==> src/rtl/serial_subtractor.sv <==
// Bit-serial signed subtractor: out = a - b, computed LSB first as
// a + ~b + 1 over DATA_WIDTH_OUT cycles with a valid/ready handshake on
// both sides. Operands are sign-extended to DATA_WIDTH_OUT on capture.
// DATA_WIDTH_OUT must be at least 2; DATA_WIDTH_A/B must not exceed it.
module serial_subtractor #(
  parameter int DATA_WIDTH_A   = 8,
  parameter int DATA_WIDTH_B   = 8,
  parameter int DATA_WIDTH_OUT = 8
) (
  input  logic                      i_clk,
  input  logic                      i_rst,
  input  logic                      i_in_valid,
  output logic                      o_in_ready,
  input  logic [DATA_WIDTH_A-1:0]   i_a,
  input  logic [DATA_WIDTH_B-1:0]   i_b,
  output logic [DATA_WIDTH_OUT-1:0] o_out,
  output logic                      o_overflow,
  output logic                      o_out_valid,
  input  logic                      i_out_ready
);

  localparam int W  = DATA_WIDTH_OUT;
  localparam int CW = (W > 1) ? $clog2(W) : 1;
  localparam logic [CW-1:0] LAST_BIT = CW'(W - 1);

  typedef enum logic [1:0] {
    S_IDLE = 2'd0,
    S_BUSY = 2'd1,
    S_DONE = 2'd2
  } state_t;

  // Full-adder carry: majority of the three inputs.
  function automatic logic majority(input logic x, input logic y, input logic z);
    majority = (x & y) | (x & z) | (y & z);
  endfunction

  state_t          r_state;
  state_t          w_state_next;

  logic [W-1:0]    r_a;
  logic [W-1:0]    r_b;
  logic [W-1:0]    r_res;
  logic [W-1:0]    r_out;
  logic            r_overflow;
  logic            r_carry;
  logic [CW-1:0]   r_cnt;
  logic            r_in_ready;
  logic            r_out_valid;

  logic signed [DATA_WIDTH_A-1:0] w_a_sgn;
  logic signed [DATA_WIDTH_B-1:0] w_b_sgn;
  logic [W-1:0]    w_a_ext;
  logic [W-1:0]    w_b_ext;
  logic            w_a_bit;
  logic            w_nb_bit;
  logic            w_d;
  logic            w_carry_next;
  logic            w_last;

  // Sign extension of the raw operands to the result width.
  assign w_a_sgn = i_a;
  assign w_b_sgn = i_b;
  assign w_a_ext = W'(w_a_sgn);
  assign w_b_ext = W'(w_b_sgn);

  // One full-adder slice: a_i + ~b_i + carry.
  assign w_a_bit      = r_a[r_cnt];
  assign w_nb_bit     = ~r_b[r_cnt];
  assign w_d          = w_a_bit ^ w_nb_bit ^ r_carry;
  assign w_carry_next = majority(w_a_bit, w_nb_bit, r_carry);
  assign w_last       = (r_cnt == LAST_BIT);

  assign o_in_ready  = r_in_ready;
  assign o_out_valid = r_out_valid;
  assign o_out       = r_out;
  assign o_overflow  = r_overflow;

  // State register.
  always_ff @(posedge i_clk or posedge i_rst) begin
    if (i_rst) begin
      r_state <= S_IDLE;
    end else begin
      r_state <= w_state_next;
    end
  end

  // Next-state decode; handshakes outside their own state are ignored.
  always_comb begin
    w_state_next = r_state;
    case (r_state)
      S_IDLE: begin
        if (i_in_valid) begin
          w_state_next = S_BUSY;
        end else begin
          w_state_next = S_IDLE;
        end
      end
      S_BUSY: begin
        if (w_last) begin
          w_state_next = S_DONE;
        end else begin
          w_state_next = S_BUSY;
        end
      end
      S_DONE: begin
        if (i_out_ready) begin
          w_state_next = S_IDLE;
        end else begin
          w_state_next = S_DONE;
        end
      end
      default: begin
        w_state_next = S_IDLE;
      end
    endcase
  end

  // Datapath: operand capture, serial add, result/overflow latch, handshake flags.
  always_ff @(posedge i_clk or posedge i_rst) begin
    if (i_rst) begin
      r_a         <= {W{1'b0}};
      r_b         <= {W{1'b0}};
      r_res       <= {W{1'b0}};
      r_out       <= {W{1'b0}};
      r_overflow  <= 1'b0;
      r_carry     <= 1'b0;
      r_cnt       <= {CW{1'b0}};
      r_in_ready  <= 1'b1;
      r_out_valid <= 1'b0;
    end else begin
      r_in_ready  <= (w_state_next == S_IDLE);
      r_out_valid <= (w_state_next == S_DONE);
      case (r_state)
        S_IDLE: begin
          if (i_in_valid) begin
            r_a     <= w_a_ext;
            r_b     <= w_b_ext;
            r_res   <= {W{1'b0}};
            r_carry <= 1'b1;
            r_cnt   <= {CW{1'b0}};
          end
        end
        S_BUSY: begin
          r_carry <= w_carry_next;
          r_res   <= {w_d, r_res[W-1:1]};
          r_cnt   <= r_cnt + CW'(1);
          if (w_last) begin
            // The bit produced now is the result's sign bit.
            r_out      <= {w_d, r_res[W-1:1]};
            r_overflow <= (r_a[W-1] != r_b[W-1]) && (w_d != r_a[W-1]);
          end
        end
        default: begin
        end
      endcase
    end
  end

endmodule

==> config.mk <==
export PLATFORM = sky130hd
export DESIGN_NAME = serial_subtractor
export DESIGN_NICKNAME = d
export VERILOG_FILES = /design/src/rtl/serial_subtractor.sv
export SDC_FILE = /design/constraint.sdc
export NUM_CORES = 1
export LEC_CHECK = 0
export BUFFER_PORTS_ARGS = -buffer_cell sky130_fd_sc_hd__buf_2
export CAP_MARGIN = 15
export CORE_MARGIN = 4
export CORE_UTILIZATION = 49
export DETAILED_ROUTE_END_ITERATION = 10
export PLACE_DENSITY = 0.72
export SLEW_MARGIN = 10
export SYNTH_ARGS = -nofsm -noshare
export SYNTH_HDL_FRONTEND = slang
export SYNTH_SLANG_ARGS = --single-unit
==> constraint.sdc <==
create_clock -name i_clk -period 2.2 [get_ports i_clk]
set_input_delay 0.44 -clock i_clk [delete_from_list [all_inputs] [get_ports i_clk]]
set_output_delay 0.44 -clock i_clk [all_outputs]
set_load 0.1 [all_outputs]
=== Word level (Yosys, flattened, before mapping) ===
Cells that the tools add are included.

* Register bits: 41
* Bits of input ports: 20
* Output and inout port bits: 11
* Logic and storage cells: 48

* Add/sub/neg operators: 1
* Order comparisons: 1
* Equality and inequality tests: 7
* Mux-type cells: 14
* Bitwise logic cells: 8
* Reductions and logical operators: 7

{| class="wikitable"
|+ Operator list
! kind !! count
|-
| 8-bit case mux with 2 select lines || 1
|-
| 8-bit two-way mux || 1
|-
| 1-bit binary-select mux with 3-bit select || 2
|-
| 2-bit case mux with 3 select lines || 1
|-
| 3-bit case mux with 2 select lines || 1
|-
| 2-bit AND reduction || 3
|-
| 2-bit equality test (second input constant) || 2
|-
| 2-bit zero test || 2
|-
| 3-bit by 4-bit less-than comparator with 1-bit output (second input constant) || 1
|-
| 1-bit two-way mux || 4
|-
| 2-bit two-way mux || 2
|-
| 3-bit by 1-bit adder with 3-bit output (second input constant) || 1
|-
| 1-bit AND || 3
|-
| 3-bit equality test (second input constant) || 1
|-
| 3-bit two-way mux || 1
|-
| 2-bit by 1-bit equality test with 1-bit output (second input constant) || 1
|-
| 1-bit != test || 2
|-
| 2-bit != test (second input constant) || 1
|-
| 1-bit OR || 2
|-
| 1-bit case mux with 2 select lines || 1
|-
| 2-bit nonzero test || 1
|-
| 1-bit bitwise XOR || 2
|-
| 1-bit logical AND || 1
|-
| 1-bit NOT || 1
|}

=== Longest topological paths before layout ===
* Depth in word-level cells: 7
* Gate-level depth with buffers: 7
* Mapped depth without buffers: 6

=== Least setup slack after synthesis ===
Ideal clock, no wire load.

* Path type: register to register
* Start: reg r_cnt[0]
* End: reg r_overflow, in the netlist o_overflow
* Setup time: 129 ps
* Arrival time: 2107 ps
* Required time: 2071 ps
* Slack: -35 ps
* Stages on the path, launching flop included: 8
* Path buffers: 1
* Clock period less this slack: 2235 ps
* Path through: dfrtp_1 > buf_6 > mux4_1 > mux2_2 > fa_1 > and3b_1 > a21oi_1 > o21ai_0

* Longest elaborated chain between the ends: 7
* Elaborated cells between the ends (all ways): 11
* Classes of those cells: 2 x eq/ne; 4 x mux; 3 x bitwise; 2 x reduce/logical

{| class="wikitable"
|+ Ends and longest elaborated chain
! what !! line !! source
|-
| start: declaration || 46 || <nowiki>logic [CW-1:0] r_cnt;</nowiki>
|-
| start signal: assignment || 127 || <nowiki>r_cnt <= {CW{1'b0}};</nowiki>
|-
| start signal: assignment || 140 || <nowiki>r_cnt <= {CW{1'b0}};</nowiki>
|-
| start signal: assignment || 146 || <nowiki>r_cnt <= r_cnt + CW'(1);</nowiki>
|-
| 1-bit binary-select mux with 3-bit select || 68 || <nowiki>assign w_nb_bit = ~r_b[r_cnt];</nowiki>
|-
| 1-bit two-way mux (not written as such) || 68 ||
|-
| 1-bit NOT || 68 ||
|-
| 1-bit bitwise XOR * (2 in series) || 69 || <nowiki>assign w_d = w_a_bit ^ w_nb_bit ^ r_carry;</nowiki>
|-
| named net w_d || 56 || <nowiki>logic w_d;</nowiki>
|-
| 1-bit != test * || 150 || <nowiki>r_overflow <= (r_a[W-1] != r_b[W-1]) && (w_d != r_a[W-1]);</nowiki>
|-
| 1-bit logical AND * || 150 ||
|-
| end signal: assignment || 150 ||
|-
| end: declaration || 44 || <nowiki>logic r_overflow;</nowiki>
|}

The timed path passes the listed nets; every way through them passes the cells marked *. The select of a mux whose other input is x is not followed.
A chain may end at the register's enable or synchronous reset.

=== Worst setup path after layout ===
Ends and elaborated chain as after synthesis.

==> summary.md <==
| Metric | Value |
|---|---|
| Status | complete, but fails checks |
| Failing checks | negative setup slack |
| Core area | 0.00334 mm2 |
| Actual slew at the worst max-slew pin | 0.671 ns |
| Clk pin slew, worst setup/hold paths | 0.13 ns |
| DRC violations left | 0 |
| Antenna diodes | 0 |
| Filler cells | 283 |
| CTS Buf Count | 5 |
| ANT nets after route | 0 |
| WL per Instance | 15.2 um |
| #FFs+latches synth | 40 |
| Die area | 0.00446 mm2 |
| First drt pass iteration count | 4 |
| Antenna violations before repair | 0 |
| Nets | 171 |
| Total gr overflow | 0 |
| Die W | 66.8 um |
| Most common cell after layout, fill and taps aside | dfrtp_1 |
| Rows | 21 |
| Seq/Total Area, Yosys | 0.591 |
| I/O pin total | 31 |
| Synth top area share | 0.576 |
| Crit path DAT | 2.56 ns |
| Max Fclk | 439 MHz |
| Synth unique cells | 21 |
| Startpoint Class | flip-flop |
| Max cap viols | 0 |
| Yosys top cell by area | dfrtp_1 |
| Detailed router's first-iteration violation count | 40 |
| CTS H-tree depth | 2 |
| Worst-path fanout max | 7 |
| Cell Area, Synth | 0.00170 mm2 |
| Finished Layout Cells | 195 |
| Area contributors post-synth | dfrtp_1, mux2_2, mux4_1 |
| Post-synthesis area per instance | 15.4 um2 |
| Final setup fails | 1 |
| CTS Buffer Depth | 2 |
| Min cycle time layout | 2.28 ns |
| First-pass GRT wire length | 4.99 mm |
| Hold Path Class | primary input to asynchronous set/reset pin |
| Placed cells | 187 |
| Root Buffer | clkbuf_4 |
| Port-buffer cells | 30 |
| Dpl hpwl | 2.09 mm |
| M1 WL | 1.26 mm |
| Detail Route met3 WL | 184 um |
| Hold Vio Cnt, Final | 0 |
| RSZ-0062 raised after global routing | true |
| Global Route Usage Sum | 0.153 |
| Vias | 1009 |
| Metal2 WL | 1.48 mm |
| Vias in the first global route | 1063 |
| Synth warn | 0 |
| Pin count of the biggest net entering global routing | 41 |
| Layout area overhead | 17.9% |
| Placer congestion estimate | 0.769 |
| Worst Skew | 0.0150 ns |
| Critical Path RT | 2.48 ns |
| Place WS | -0.160 ns |
| Starting density of the core | 0.508 |
| Routed wire length | 2.97 mm |
| Setup WS post-layout | -0.0793 ns |
| Slew Viols, Final | 0 |
| CTS tree | done |
| Tcrit/Tclk final | 1.04 |
| Mapped Cells | 110 |
| Top sig layer | met4 |
| Min Hold Slack | 0.172 ns |
| CP Capture Type | flip-flop |
| Skew-Pair Late Insertion Delay | 0.35 ns |
| Worst Reg-to-Reg Cells | 6 |
| Vias/cell | 5.17 |
| Postcts setup bufs | 0 |
| Die Height | 66.8 um |
| CTS sink cnt | 40 |
| WS Path Type | flip-flop to flip-flop |
| Slew HR | 0.552 |
| Fraction of layout cells with a size suffix above 1 | 0.510 |
| Mapped Nets | 133 |
| Most frequent cells in the layout | dfrtp_1, buf_2, mux2_2 |
[state kept, by name, indices dropped and copies added (netlist names)]
register / count
o_overflow: 1
r_res: 7
o_in_ready: 1
r_a: 8
o_out_valid: 1
r_state: 2
r_b: 8
r_cnt: 3
r_carry: 1
o_out: 8
[critical path, stage by stage, from the launching register on]
cell and delay [ns]:
dfrtp_2 0.46, mux4_2 0.52, mux2_4 0.30, fa_2 0.61
and3b_1 0.18, a21oi_2 0.04, o21ai_1 0.12
[Yosys cell counts]
master / instances
fa_1: 1
nor2_1: 3
mux4_1: 4
buf_6: 2
nor3b_4: 1
a21oi_1: 3
mux2_2: 25
nand2_1: 2
buf_2: 3
nor2b_1: 1
mux2i_1: 1
nand2b_1: 4
o21bai_1: 1
nand3b_1: 1
and3b_1: 1
a22o_1: 9
ha_1: 2
dfstp_2: 1
dfrtp_1: 39
o21ai_0: 4
inv_1: 2
[what timing repair did]
| item | in CTS | in global routing |
|---|---|---|
| pin swaps | 1 | 1 |
| resized for setup | 1 | 3 |
| setup endpoints to repair | 3 | 2 |
| hold buffers | 0 | 0 |
[final timing paths]
kind,start,endpoint,slack [ns]
worst max-delay path,r_cnt[0],o_overflow,-0.08
worst min-delay path,i_rst,r_res[2],0.17
worst max register to register,r_cnt[0],o_overflow,-0.08
worst min register to register,o_out[0],o_out[0],0.51
max in group asynchronous,i_rst,r_cnt[0],1.64
min in group i_clk,i_out_ready,o_out_valid,0.29
[area by class of cell]
cell class                      instances  area, um2  area share
Sequential cell                        40       1000       0.502
Multi-Input combinational cell         63        654       0.327
Timing Repair Buffer                   36        195      0.0977
Tap cell                               46       57.6      0.0288
Clock inverter                          3       42.5      0.0213
Clock buffer                            5       37.5      0.0188
Inverter                                2       7.51     0.00376
[kinds of logic after synthesis]
group	after synthesis	share of synthesized area
muxes	30	0.234
DFF	40	0.591
buffers and inverters	7	0.0266
and+or+nand+nor	13	0.0502
adders and majority gates	3	0.0266
AOI/OAI and AO/OA	17	0.0716
[metal layers]
metal	up-vias	GRT usage
met2	23	0.248
met5	-	0
met1	506	0.190
met3	5	0.0590
li1	475	-
met4	0	0.0457
[metrics by stage]
| step | setup TNS, ns | util | area [um2] |
|---|---|---|---|
| floorplan | 0 | - | 1690 |
| global placement | -0.104 | 0.571 | 1910 |
| detailed placement | -0.233 | 0.571 | 1910 |
| CTS | -0.0696 | 0.596 | 1990 |
| global route | -0.229 | 0.599 | 2000 |
| finish | -0.0793 | 0.599 | 2000 |
Power is not shown: default switching activity piles up to over one toggle a cycle in this logic, so the estimate is an artifact.
